===== config.mk =====
export PLATFORM = sky130hd
export DESIGN_NAME = zilla_pc_ctrl_sched
export DESIGN_NICKNAME = d
export VERILOG_FILES = /design/src/rtl/zilla_pc_ctrl_sched.sv
export SDC_FILE = /design/constraint.sdc
export NUM_CORES = 1
export LEC_CHECK = 0
export CAP_MARGIN = 10
export CORE_MARGIN = 3
export CORE_UTILIZATION = 45
export CTS_BUF_LIST = sky130_fd_sc_hd__clkbuf_4 sky130_fd_sc_hd__clkbuf_8 sky130_fd_sc_hd__clkbuf_16
export DETAILED_ROUTE_END_ITERATION = 7
export DONT_BUFFER_PORTS = 1
export SYNTH_ARGS = -nofsm -noshare
export SYNTH_HDL_FRONTEND = slang
export SYNTH_SLANG_ARGS = --single-unit

===== constraint.sdc =====
create_clock -name z_clk -period 3.4 [get_ports z_clk]
set_input_delay 0.34 -clock z_clk [delete_from_list [all_inputs] [get_ports z_clk]]
set_output_delay 0.34 -clock z_clk [all_outputs]
set_load 0.01 [all_outputs]

===== src/rtl/zilla_pc_ctrl_sched.sv =====
// PC-control scheduler: sequences boot, fetch, trap entry/exit and debug halt/resume.
// Optional single-step support is enabled by defining ZILLA_PC_CTRL_DBG_STEP_EN.
module zilla_pc_ctrl_sched #(
  parameter int BOOT_CYCLES = 4,
  parameter int INT_HOLDOFF = 2,
  parameter int ID_WIDTH    = 8
) (
  input  logic                z_clk,
  input  logic                z_rst,
  input  logic                wdt_reset_i,
  input  logic                dbg_hartreset_i,
  input  logic                stall_valid_i,
  input  logic                exception_valid_i,
  input  logic                interrupt_req_i,
  input  logic [ID_WIDTH-1:0] interrupt_id_i,
  input  logic                csr_mstatus_mie_i,
  input  logic                mret_valid_i,
  input  logic                dbg_haltreq_i,
  input  logic                dbg_resumereq_i,
`ifdef ZILLA_PC_CTRL_DBG_STEP_EN
  input  logic                dbg_step_i,
`endif
  output logic [2:0]          zpc_pc_ctrl_o,
  output logic                trap_valid_o,
  output logic                ack_valid_o,
  output logic [ID_WIDTH-1:0] ack_interrupt_id_o,
  output logic                debug_mode_valid_o,
  output logic                resumeack_o
);

  localparam int BW = $clog2(BOOT_CYCLES + 1);
  localparam int HW = $clog2(INT_HOLDOFF + 2);

  typedef enum logic [2:0] {
    RST_S    = 3'd0,
    RUN_S    = 3'd1,
    TRAP_S   = 3'd2,
    XRET_S   = 3'd3,
    HALT_S   = 3'd4,
    RESUME_S = 3'd5,
    STEP_S   = 3'd6
  } state_t;

  state_t              r_state;
  state_t              w_next;
  logic                w_take_int;
  logic                w_rst;
  logic [BW-1:0]       r_boot_cnt;
  logic [HW-1:0]       r_hold;
  logic [2:0]          r_code;
  logic                r_trap;
  logic                r_ack;
  logic                r_dbg;
  logic                r_resack;
  logic [ID_WIDTH-1:0] r_ack_id;

  assign w_rst = z_rst | wdt_reset_i | dbg_hartreset_i;

  function automatic logic [2:0] code_of(input state_t s);
    case (s)
      RUN_S, STEP_S: code_of = 3'b001;
      TRAP_S:        code_of = 3'b010;
      XRET_S:        code_of = 3'b011;
      HALT_S:        code_of = 3'b100;
      RESUME_S:      code_of = 3'b101;
      default:       code_of = 3'b000;
    endcase
  endfunction

  // NOTE: every signal written here gets a default first so no path infers a latch.
  always_comb begin
    w_next     = r_state;
    w_take_int = 1'b0;
    case (r_state)
      RST_S: if (r_boot_cnt == BW'(BOOT_CYCLES - 1)) w_next = RUN_S;
      RUN_S: begin
        if (dbg_haltreq_i) begin
          w_next = HALT_S;
        end else if (exception_valid_i) begin
          w_next = TRAP_S;
        end else if (interrupt_req_i && csr_mstatus_mie_i && !stall_valid_i && r_hold == '0) begin
          w_next     = TRAP_S;
          w_take_int = 1'b1;
        end else if (mret_valid_i && !stall_valid_i) begin
          w_next = XRET_S;
        end
      end
      TRAP_S, XRET_S: w_next = RUN_S;
      HALT_S: if (dbg_resumereq_i && !dbg_haltreq_i) w_next = RESUME_S;
`ifdef ZILLA_PC_CTRL_DBG_STEP_EN
      RESUME_S: w_next = dbg_step_i ? STEP_S : RUN_S;
      STEP_S:   w_next = HALT_S;
`else
      RESUME_S: w_next = RUN_S;
`endif
      default: w_next = RST_S;
    endcase
  end

  // Outputs are registered from the next state so they line up with the state register.
  // NOTE: sequential state uses non-blocking assignments so all registers update from pre-edge values.
  always_ff @(posedge z_clk) begin
    if (w_rst) begin
      r_state    <= RST_S;
      r_boot_cnt <= '0;
      r_hold     <= '0;
      r_code     <= 3'b000;
      r_trap     <= 1'b0;
      r_ack      <= 1'b0;
      r_dbg      <= 1'b0;
      r_resack   <= 1'b0;
      r_ack_id   <= '0;
    end else begin
      r_state    <= w_next;
      r_boot_cnt <= (r_state == RST_S && w_next == RST_S) ? r_boot_cnt + BW'(1) : '0;
      if (r_state == TRAP_S) r_hold <= HW'(INT_HOLDOFF);
      else if (r_hold != '0) r_hold <= r_hold - HW'(1);
      r_code   <= code_of(w_next);
      r_trap   <= (w_next == TRAP_S);
      r_ack    <= w_take_int;
      r_dbg    <= (w_next == HALT_S);
      r_resack <= (w_next == RESUME_S);
      if (w_take_int) r_ack_id <= interrupt_id_i;
    end
  end

  assign zpc_pc_ctrl_o      = r_code;
  assign trap_valid_o       = r_trap;
  assign ack_valid_o        = r_ack;
  assign ack_interrupt_id_o = r_ack_id;
  assign debug_mode_valid_o = r_dbg;
  assign resumeack_o        = r_resack;

endmodule


==> reports/qor.yml, run 1 <==
finalCriticalPeriod_ns: 1.68
synth_edf_count: 0
grt_max_degree: 21
die_w_um: 51.0
min_period_over_period_pct: 49.6
grt_pass1_wl_um: 2450
cts_buffer_depth: 2
worstMarginPinSlew_ns: 1.03
cp_max_fo: 9
worstSetupEndpointType: "register"
synth_area_leaders: "dfxtp_1 50%, mux2i_1 8.8%, nand2_1 7.4%, nor4b_4 5.2%, ha_1 2.7%"
synth.distinct_cells: 29
cts_buffers: 3
critPathTopFamily: "simple AND/OR/NAND/NOR gates"
arrival_ns: 1.93
crit_required_ns: 3.64
overflow: 0
tns_ns: 0
fin_worst_skew_ns: 0.00622
hold_viol_final: 0
cts_sinks: 23
worst_hold_slack_ns: 0.161
synth_seq_cells: 23
h-tree-depth: 1
ys_top_cells_by_count: "23 x dfxtp_1, 18 x nand2_1, 8 x mux2i_1"
vias: 609
synth_top_area_share_pct: 50.5
path_cells: "nor4b_4 > nor4b_4 > mux2i_1"
synth_flop_cell: "dfxtp_1"
core_region_area_sq_mm: 0.00182
ys_seq_area_share_pct: 50.5
syn_area_per_cell_sq_um: 10.0
worst_slack_ns: 1.72
max_freq_mhz: 594
crit_path_max_incr_delay_ns: 0.64
cts_tree: "yes"
die_h_um: 51.0
yosys_warnings: 0
fp.dieArea_sq_mm: 0.00260
final_antenna_net_count: 0
cap_viol_max_count: 0
place_inst: 113
ir_worst_vdd_uv: 225
drtIter0Drc: 12
final_net_count: 114
maxSlewViolCount: 0
synth_cells: 91
io_buffers: 0
num_io_pins: 34
start_util_pct: 50.1
synth_top_cell_by_area: "dfxtp_1"
root_buffer: "clkbuf_4"
areaGrowthSynthToFinish_pct: 5.21
layout-drive-gt1-share_pct: 8.70
diodes: 0
fin_total_pwr_uw: 411
path_buf_inv: 0
cts-hold-fix-buffers: 0
vias_per_cell: 5.21
path_clk_slew_ns: 0.12
rows: 15
slew_headroom_pct: 30.6
firstDrtPassIters: 3
place_congestion: 0.813
async_flop_share_pct: 0
antenna_found_initial: 0
start_kind: "register"
worst-setup-path-type: "register to register"
grt_setup_unrepaired: "false"
grt_pass1_vias: 568
place_ws_ns: 1.71
synth_most_common_cell: "dfxtp_1"
syn_area_sq_um: 912
cpMaxStageDelayCell: "nor4b_4"
setup_viol: 0
clock_latency_ns: 0.30
synth_fp_nets: 112
drc: 0
leakage_nw: 0.327
final_cells: 117
cts_setup_buffers: 0
outcome: "complete, no violations"
wl_per_cell_um: 12.9
grtUsageTotal_pct: 12.4
stdcell_area_sq_um: 960
hpwlAfterDp_um: 1140
hp-class: "input pin to register"
cts_resized: 0
drt_wl_total_um: 1510
final_core_util_pct: 52.7
power.density_mw_per_mm2: 428
post_dp_cell_area_sq_um: 930
cpMostUsedCell: "nor4b_4"
[cell families after synthesis]
logic type      synth area share (%)
simple gates                    25.7
flops                           50.5
compound gates                  8.23
buf+inv                         4.11
mux                             8.78
fa+ha+maj                       2.74
[final timing paths]
path              cells past startpoint                     to  slack (ns)               from
setup reg to reg                      3  ack_interrupt_id_o[2]        1.72         r_state[2]
hold / removal                        2  ack_interrupt_id_o[3]        0.16  interrupt_id_i[3]
hold reg to reg                       1          r_boot_cnt[0]        0.43      r_boot_cnt[0]
setup / recovery                      3  ack_interrupt_id_o[2]        1.72         r_state[2]
[report_power, final]
part	internal [mW]	switching [mW]	total, mW	leakage, nW
Clock	0.0537	0.0768	0.131	0.0184
Sequential	0.270	0.000286	0.270	0.185
Combinational	0.00393	0.00616	0.0101	0.124
Total	0.328	0.0833	0.411	0.327
[registers in the layout, indices dropped and copies added (netlist names)]
| name | flops |
|---|---|
| ack_interrupt_id_o | 8 |
| r_boot_cnt | 3 |
| r_state | 3 |
| zpc_pc_ctrl_o | 3 |
| r_hold | 2 |
| ack_valid_o | 1 |
| debug_mode_valid_o | 1 |
| resumeack_o | 1 |
| trap_valid_o | 1 |
[layer usage]
| metal | track usage [%] | wire length, um | vias to the layer above |
|---|---|---|---|
| li1 | - | - | 317 |
| met4 | 6.73 | 10 | 0 |
| met2 | 17.8 | 648 | 21 |
| met1 | 16.3 | 706 | 269 |
| met3 | 4.08 | 139 | 2 |
| met5 | 0 | 0 | - |
[placed cells by master, fill, tap and decap left out]
| master | synthesis | routed |
|---|---|---|
| a211o_1 | 1 | 1 |
| dfxtp_1 | 23 | 23 |
| nor4b_4 | 2 | 2 |
| o21bai_1 | 1 | 1 |
| o21ai_0 | 1 | 1 |
| clkinv_1 | 1 | 1 |
| nor2_1 | 4 | 4 |
| nor4_1 | 1 | 1 |
| nor2b_1 | 3 | 3 |
| nor3_2 | 0 | 1 |
| nor4b_1 | 1 | 1 |
| and4_1 | 1 | 1 |
| ha_1 | 2 | 2 |
| nand2_1 | 18 | 18 |
| inv_1 | 4 | 4 |
| nand3b_1 | 1 | 1 |
| mux2i_1 | 8 | 8 |
| a31oi_1 | 3 | 3 |
| a21oi_1 | 4 | 4 |
| nor3b_1 | 1 | 1 |
| and3_1 | 1 | 1 |
| and2_1 | 1 | 1 |
| o21a_1 | 1 | 1 |
| nand4bb_1 | 1 | 1 |
| clkbuf_4 | 0 | 4 |
| nand2b_1 | 1 | 1 |
| o211ai_1 | 1 | 1 |
| or3_4 | 1 | 1 |
[cell type report]
class                   count  area, sq um
fillers                   184          861
inverters                   5         18.8
well taps                  25         31.3
clock buffers               4         30.0
multi-input cells          60          419
flip-flops and latches     23          460
(Power assumes the default switching activity.)
==> run 2: changes to the inputs <==
- clock period: 3.4 -> 1.74 ns (I/O delays scaled with it)
==> run 2 against run 1 <==
Cell count rose by 8.5%. Sequential power rose by 96%. Utilization rose by 5.2 points. Clock power rose by 93%. Via count rose by 6.9%. Register-to-register slack got worse by 1.4 ns. Maximum frequency rose by 14%. First-iteration DRC count fell by 25%. Critical endpoint is now ack_interrupt_id_o[5]. Largest cell class unchanged. Largest power group unchanged. Highest routed layer unchanged.
==> reports/qor.yml, run 2 (synthesized netlist as in run 1, its figures left out) <==
fp.dieArea_sq_mm: 0.00260
hold_end: "r_boot_cnt[2]"
r2r_end: "ack_interrupt_id_o[5]"
wl_per_cell_um: 12.4
fin_worst_skew_ns: 0.00459
finalCriticalPeriod_ns: 1.47
path_clk_slew_ns: 0.12
holdPathStages: 3
drc: 0
fin_total_pwr_uw: 816
p_seq_share_pct: 64.7
hold_viol_final: 0
grt_max_degree: 19
reg2reg_from: "r_state[1]"
max_freq_mhz: 680
worst_slack_ns: 0.268
worstHoldStart: "dbg_hartreset_i"
fillers: 164
firstDrtPassIters: 3
drt_wl_total_um: 1570
layout_common_cells: "23 x dfxtp_1, 18 x nand2_1, 8 x mux2i_1, 8 x dlygate4sd3_1"
largest_register_ffs: 8
hpwlAfterDp_um: 1150
grt_pass1_vias: 585
slew_headroom_pct: 75.9
start_util_pct: 50.1
worst-setup-path-type: "register to register"
combinationalPowerShare_pct: 4.3
final_net_count: 124
grt_setup_unrepaired: "false"
place_ws_ns: 0.279
final_cells: 127
place_inst: 115
final_antenna_net_count: 0
power.density_mw_per_mm2: 774
worstMarginPinSlew_ns: 0.358
vias_per_cell: 5.13
worstSetupEndpointType: "register"
timing.reg2reg.setup_slack_ns: 0.27
p_int_uw: 653
die_h_um: 51.0
clock_latency_ns: 0.30
root_buffer: "clkbuf_4"
io_buffers: 0
switching_share_pct: 20.0
cp_max_fo: 9
post_dp_cell_area_sq_um: 945
cts_buffers: 3
ir_worst_vdd_uv: 519
outcome: "complete, no violations"
antenna_found_initial: 0
mostFrequentLayoutCell: "dfxtp_1"
grt_pass1_wl_um: 2440
cts_sinks: 23
die_w_um: 51.0
cts_resized: 0
drtIter0Drc: 9
stdcell_area_sq_mm: 0.00105
leakage_nw: 0.372
place_congestion: 0.787
layout-drive-gt1-share_pct: 9.80
p_sw_uw: 163
overflow: 0
r2r_cells: 4
cts_tree: "yes"
diodes: 0
grtUsageTotal_pct: 12.7
cts_buffer_depth: 2
arrival_ns: 1.71
maxSlewViolCount: 0
setup_viol: 0
clkPwrFrac_pct: 31.0
cts-hold-fix-buffers: 8
cts_setup_buffers: 0
h-tree-depth: 1
start_kind: "register"
crit_required_ns: 1.98
areaGrowthSynthToFinish_pct: 15.6
hp-class: "input pin to register"
min_period_over_period_pct: 84.6
cap_viol_max_count: 0
vias: 651
num_io_pins: 34
rows: 15
tns_ns: 0
core_region_area_sq_mm: 0.00182
[run 2: cell count changes in the layout (fill, tap and decap cells not counted)]
cell,delta
dlygate4sd3_1,+8
buf_4,+2
[run 2: worst max-delay path, cell delays in order (launching register included)]
cell and delay (ns):
dfxtp_1 0.41, nor4b_4 0.33, nor4b_4 0.23, buf_4 0.23
mux2i_1 0.21
[run 2: cell type report]
cell class                      instances  area [sq um]  share of cell area [%]
Sequential cell                        23           460                    43.7
Timing Repair Buffer                   10          95.1                    9.02
Multi-Input combinational cell         60           419                    39.7
Clock buffer                            4          30.0                    2.85
Inverter                                5          18.8                    1.78
Tap cell                               25          31.3                    2.97
[run 2: power by group through the flow]
stage	Combinational [mW]	Sequential, mW	Clock, mW
after global routing	0.0382	0.529	0.284
after CTS	0.0352	0.528	0.271
after floorplan	0.0171	0.540	0
after detailed placement	0.0209	0.540	0
after global placement	0.0209	0.540	0
final	0.0350	0.528	0.253
[run 2: worst max path at each step]
stage	start	cells past startpoint	slack (ns)	to
after CTS	r_state[1]	4	0.25	ack_interrupt_id_o[7]
after detailed placement	r_state[2]	4	0.28	ack_interrupt_id_o[7]
final	r_state[1]	4	0.27	ack_interrupt_id_o[5]
after global placement	r_state[2]	4	0.34	ack_interrupt_id_o[1]
after global routing	r_state[2]	4	0.17	ack_interrupt_id_o[5]
after floorplan	r_state[2]	4	0.44	ack_interrupt_id_o[0]
[run 2: layer usage]
metal | vias to the layer above | routed length, um | track usage, %
met3 | 2 | 127 | 3.50
met5 | - | 0 | 0
met1 | 294 | 698 | 14.5
li1 | 334 | - | -
met4 | 0 | 17 | 9.42
met2 | 21 | 728 | 20.2
[run 2: stage by stage]
stage	hold WS [ns]	util, %
final	0.0370	57.9
after global routing	0.0410	57.9
after CTS	0.0250	57.9
after detailed placement	0.326	51.9
after global placement	0.319	51.9
after floorplan	0.316	-
==> run 3: changes to the inputs <==
- clock period: 1.74 -> 1.38 ns (I/O delays scaled with it)
==> run 3 against run 2 <==
Non-clock buffer count up 7. Clock power up 29%. Cell count up 5.5%. Sequential power up 26%. Combinational power up 59%. Largest cell class unchanged. Die area unchanged.
==> reports/qor.yml, run 3 (synthesized netlist as in run 1, its figures left out) <==
outcome: "complete, no violations"
vias_per_cell: 5.07
path_clk_slew_ns: 0.13
drc: 0
cts_buffers: 3
cts_buffer_depth: 2
stdcell_area_sq_mm: 0.00113
drtIter0Drc: 8
final_antenna_net_count: 0
cts_sinks: 23
largest_register_ffs: 8
fin_worst_skew_ns: 0.00805
grt_max_degree: 19
seqCellArea_sq_um: 462
overflow: 0
min_period_over_period_pct: 98.8
start_util_pct: 50.1
layout-drive-gt1-share_pct: 15.6
hp-class: "input pin to register"
die_h_um: 51.0
wl_per_cell_um: 12.9
core_region_area_sq_mm: 0.00182
setup_viol: 0
gr-usage-met1_pct: 16.3
fin_total_pwr_mw: 1.05
fp.dieArea_sq_mm: 0.00260
start_kind: "register"
power.density_mw_per_mm2: 926
slew_headroom_pct: 76.7
grtUsageTotal_pct: 14.4
fillers: 170
worstMarginPinSlew_ns: 0.346
num_io_pins: 34
root_buffer: "clkbuf_4"
grt_pass1_wl_um: 2850
clock_latency_ns: 0.30
vias: 680
die_w_um: 51.0
rows: 15
post_dp_cell_area_sq_um: 975
h-tree-depth: 1
worst-setup-path-type: "register to register"
final_net_count: 131
cts_setup_buffers: 0
worst_slack_ns: 0.0168
leakage_nw: 0.410
worstSetupEndpointType: "register"
place_congestion: 0.754
crit_required_ns: 1.61
grt_use_met2_pct: 24.5
arrival_ns: 1.59
place_ws_ns: 0.0354
top_usage_layer: "met2"
cap_viol_max_count: 0
cp_max_fo: 5
grt_setup_unrepaired: "true"
hold_viol_final: 0
drt_wl_total_um: 1730
hpwlAfterDp_um: 1230
grt_pass1_vias: 704
ir_worst_vdd_uv: 543
layout_common_cells: "22 x dfxtp_1, 18 x nand2_1, 11 x dlygate4sd3_1, 8 x mux2i_1, 6 x buf_4"
finalCriticalPeriod_ns: 1.36
firstDrtPassIters: 4
mostFrequentLayoutCell: "dfxtp_1"
multiInputGateArea_sq_um: 434
cts_tree: "yes"
areaGrowthSynthToFinish_pct: 24.0
met3_usage_pct: 4.37
antenna_found_initial: 0
maxSlewViolCount: 0
max_freq_mhz: 734
final_core_util_pct: 62.1
timing.reg2reg.setup_slack_ns: 0.02
diodes: 0
io_buffers: 0
-- run 3: metal layers --
| layer | share of wire (%) | up-vias | wire, um |
|---|---|---|---|
| li1 | - | 347 | - |
| met1 | 41 | 310 | 704 |
| met2 | 51 | 21 | 886 |
| met3 | 7.3 | 2 | 127 |
| met4 | 0.69 | 0 | 12 |
| met5 | 0 | - | 0 |
-- run 3: through the flow --
| stage | instances | hold WS [ns] | setup TNS [ns] |
|---|---|---|---|
| floorplan | 91 | 0.280 | 0 |
| finish | 134 | 0.0265 | 0 |
| CTS | 133 | 0.0187 | 0 |
| global placement | 119 | 0.283 | 0 |
| detailed placement | 119 | 0.289 | 0 |
| global route | 134 | 0.0348 | -0.519 |
-- run 3: path summary, 6_finish.rpt --
kind | startpoint | end | depth (start not counted)
setup / recovery | r_state[1] | ack_interrupt_id_o[7] | 4
hold / removal | dbg_hartreset_i | r_state[0] | 2
setup reg to reg | r_state[1] | ack_interrupt_id_o[7] | 4
hold reg to reg | r_boot_cnt[0] | r_boot_cnt[0] | 1
-- run 3: timing repair --
| item | in CTS | in global routing |
|---|---|---|
| resized for setup | 0 | 4 |
| setup endpoints to repair | 0 | 14 |
| hold endpoints to repair | 10 | 2 |
| hold buffers | 10 | 2 |
-- run 3: critical path: stages, from the launching register on --
cell and delay [ns]:
dfxtp_2 0.36, nor4b_4 0.29, nor4b_4 0.25, buf_4 0.19, mux2i_1 0.21
-- run 3: power breakdown --
| group | internal, mW | switching [mW] | total [mW] |
|---|---|---|---|
| Sequential | 0.665 | 0.000782 | 0.666 |
| Combinational | 0.0331 | 0.0226 | 0.0557 |
| Clock | 0.132 | 0.193 | 0.326 |
| Total | 0.831 | 0.217 | 1.05 |
-- run 3: final cells by class --
class,instances,share of cell area (%)
multi-input combinational,60,38.4
sequential,23,40.8
clock buffer,4,2.65
tap,25,2.77
timing repair buffer,17,13.7
inverter,5,1.66
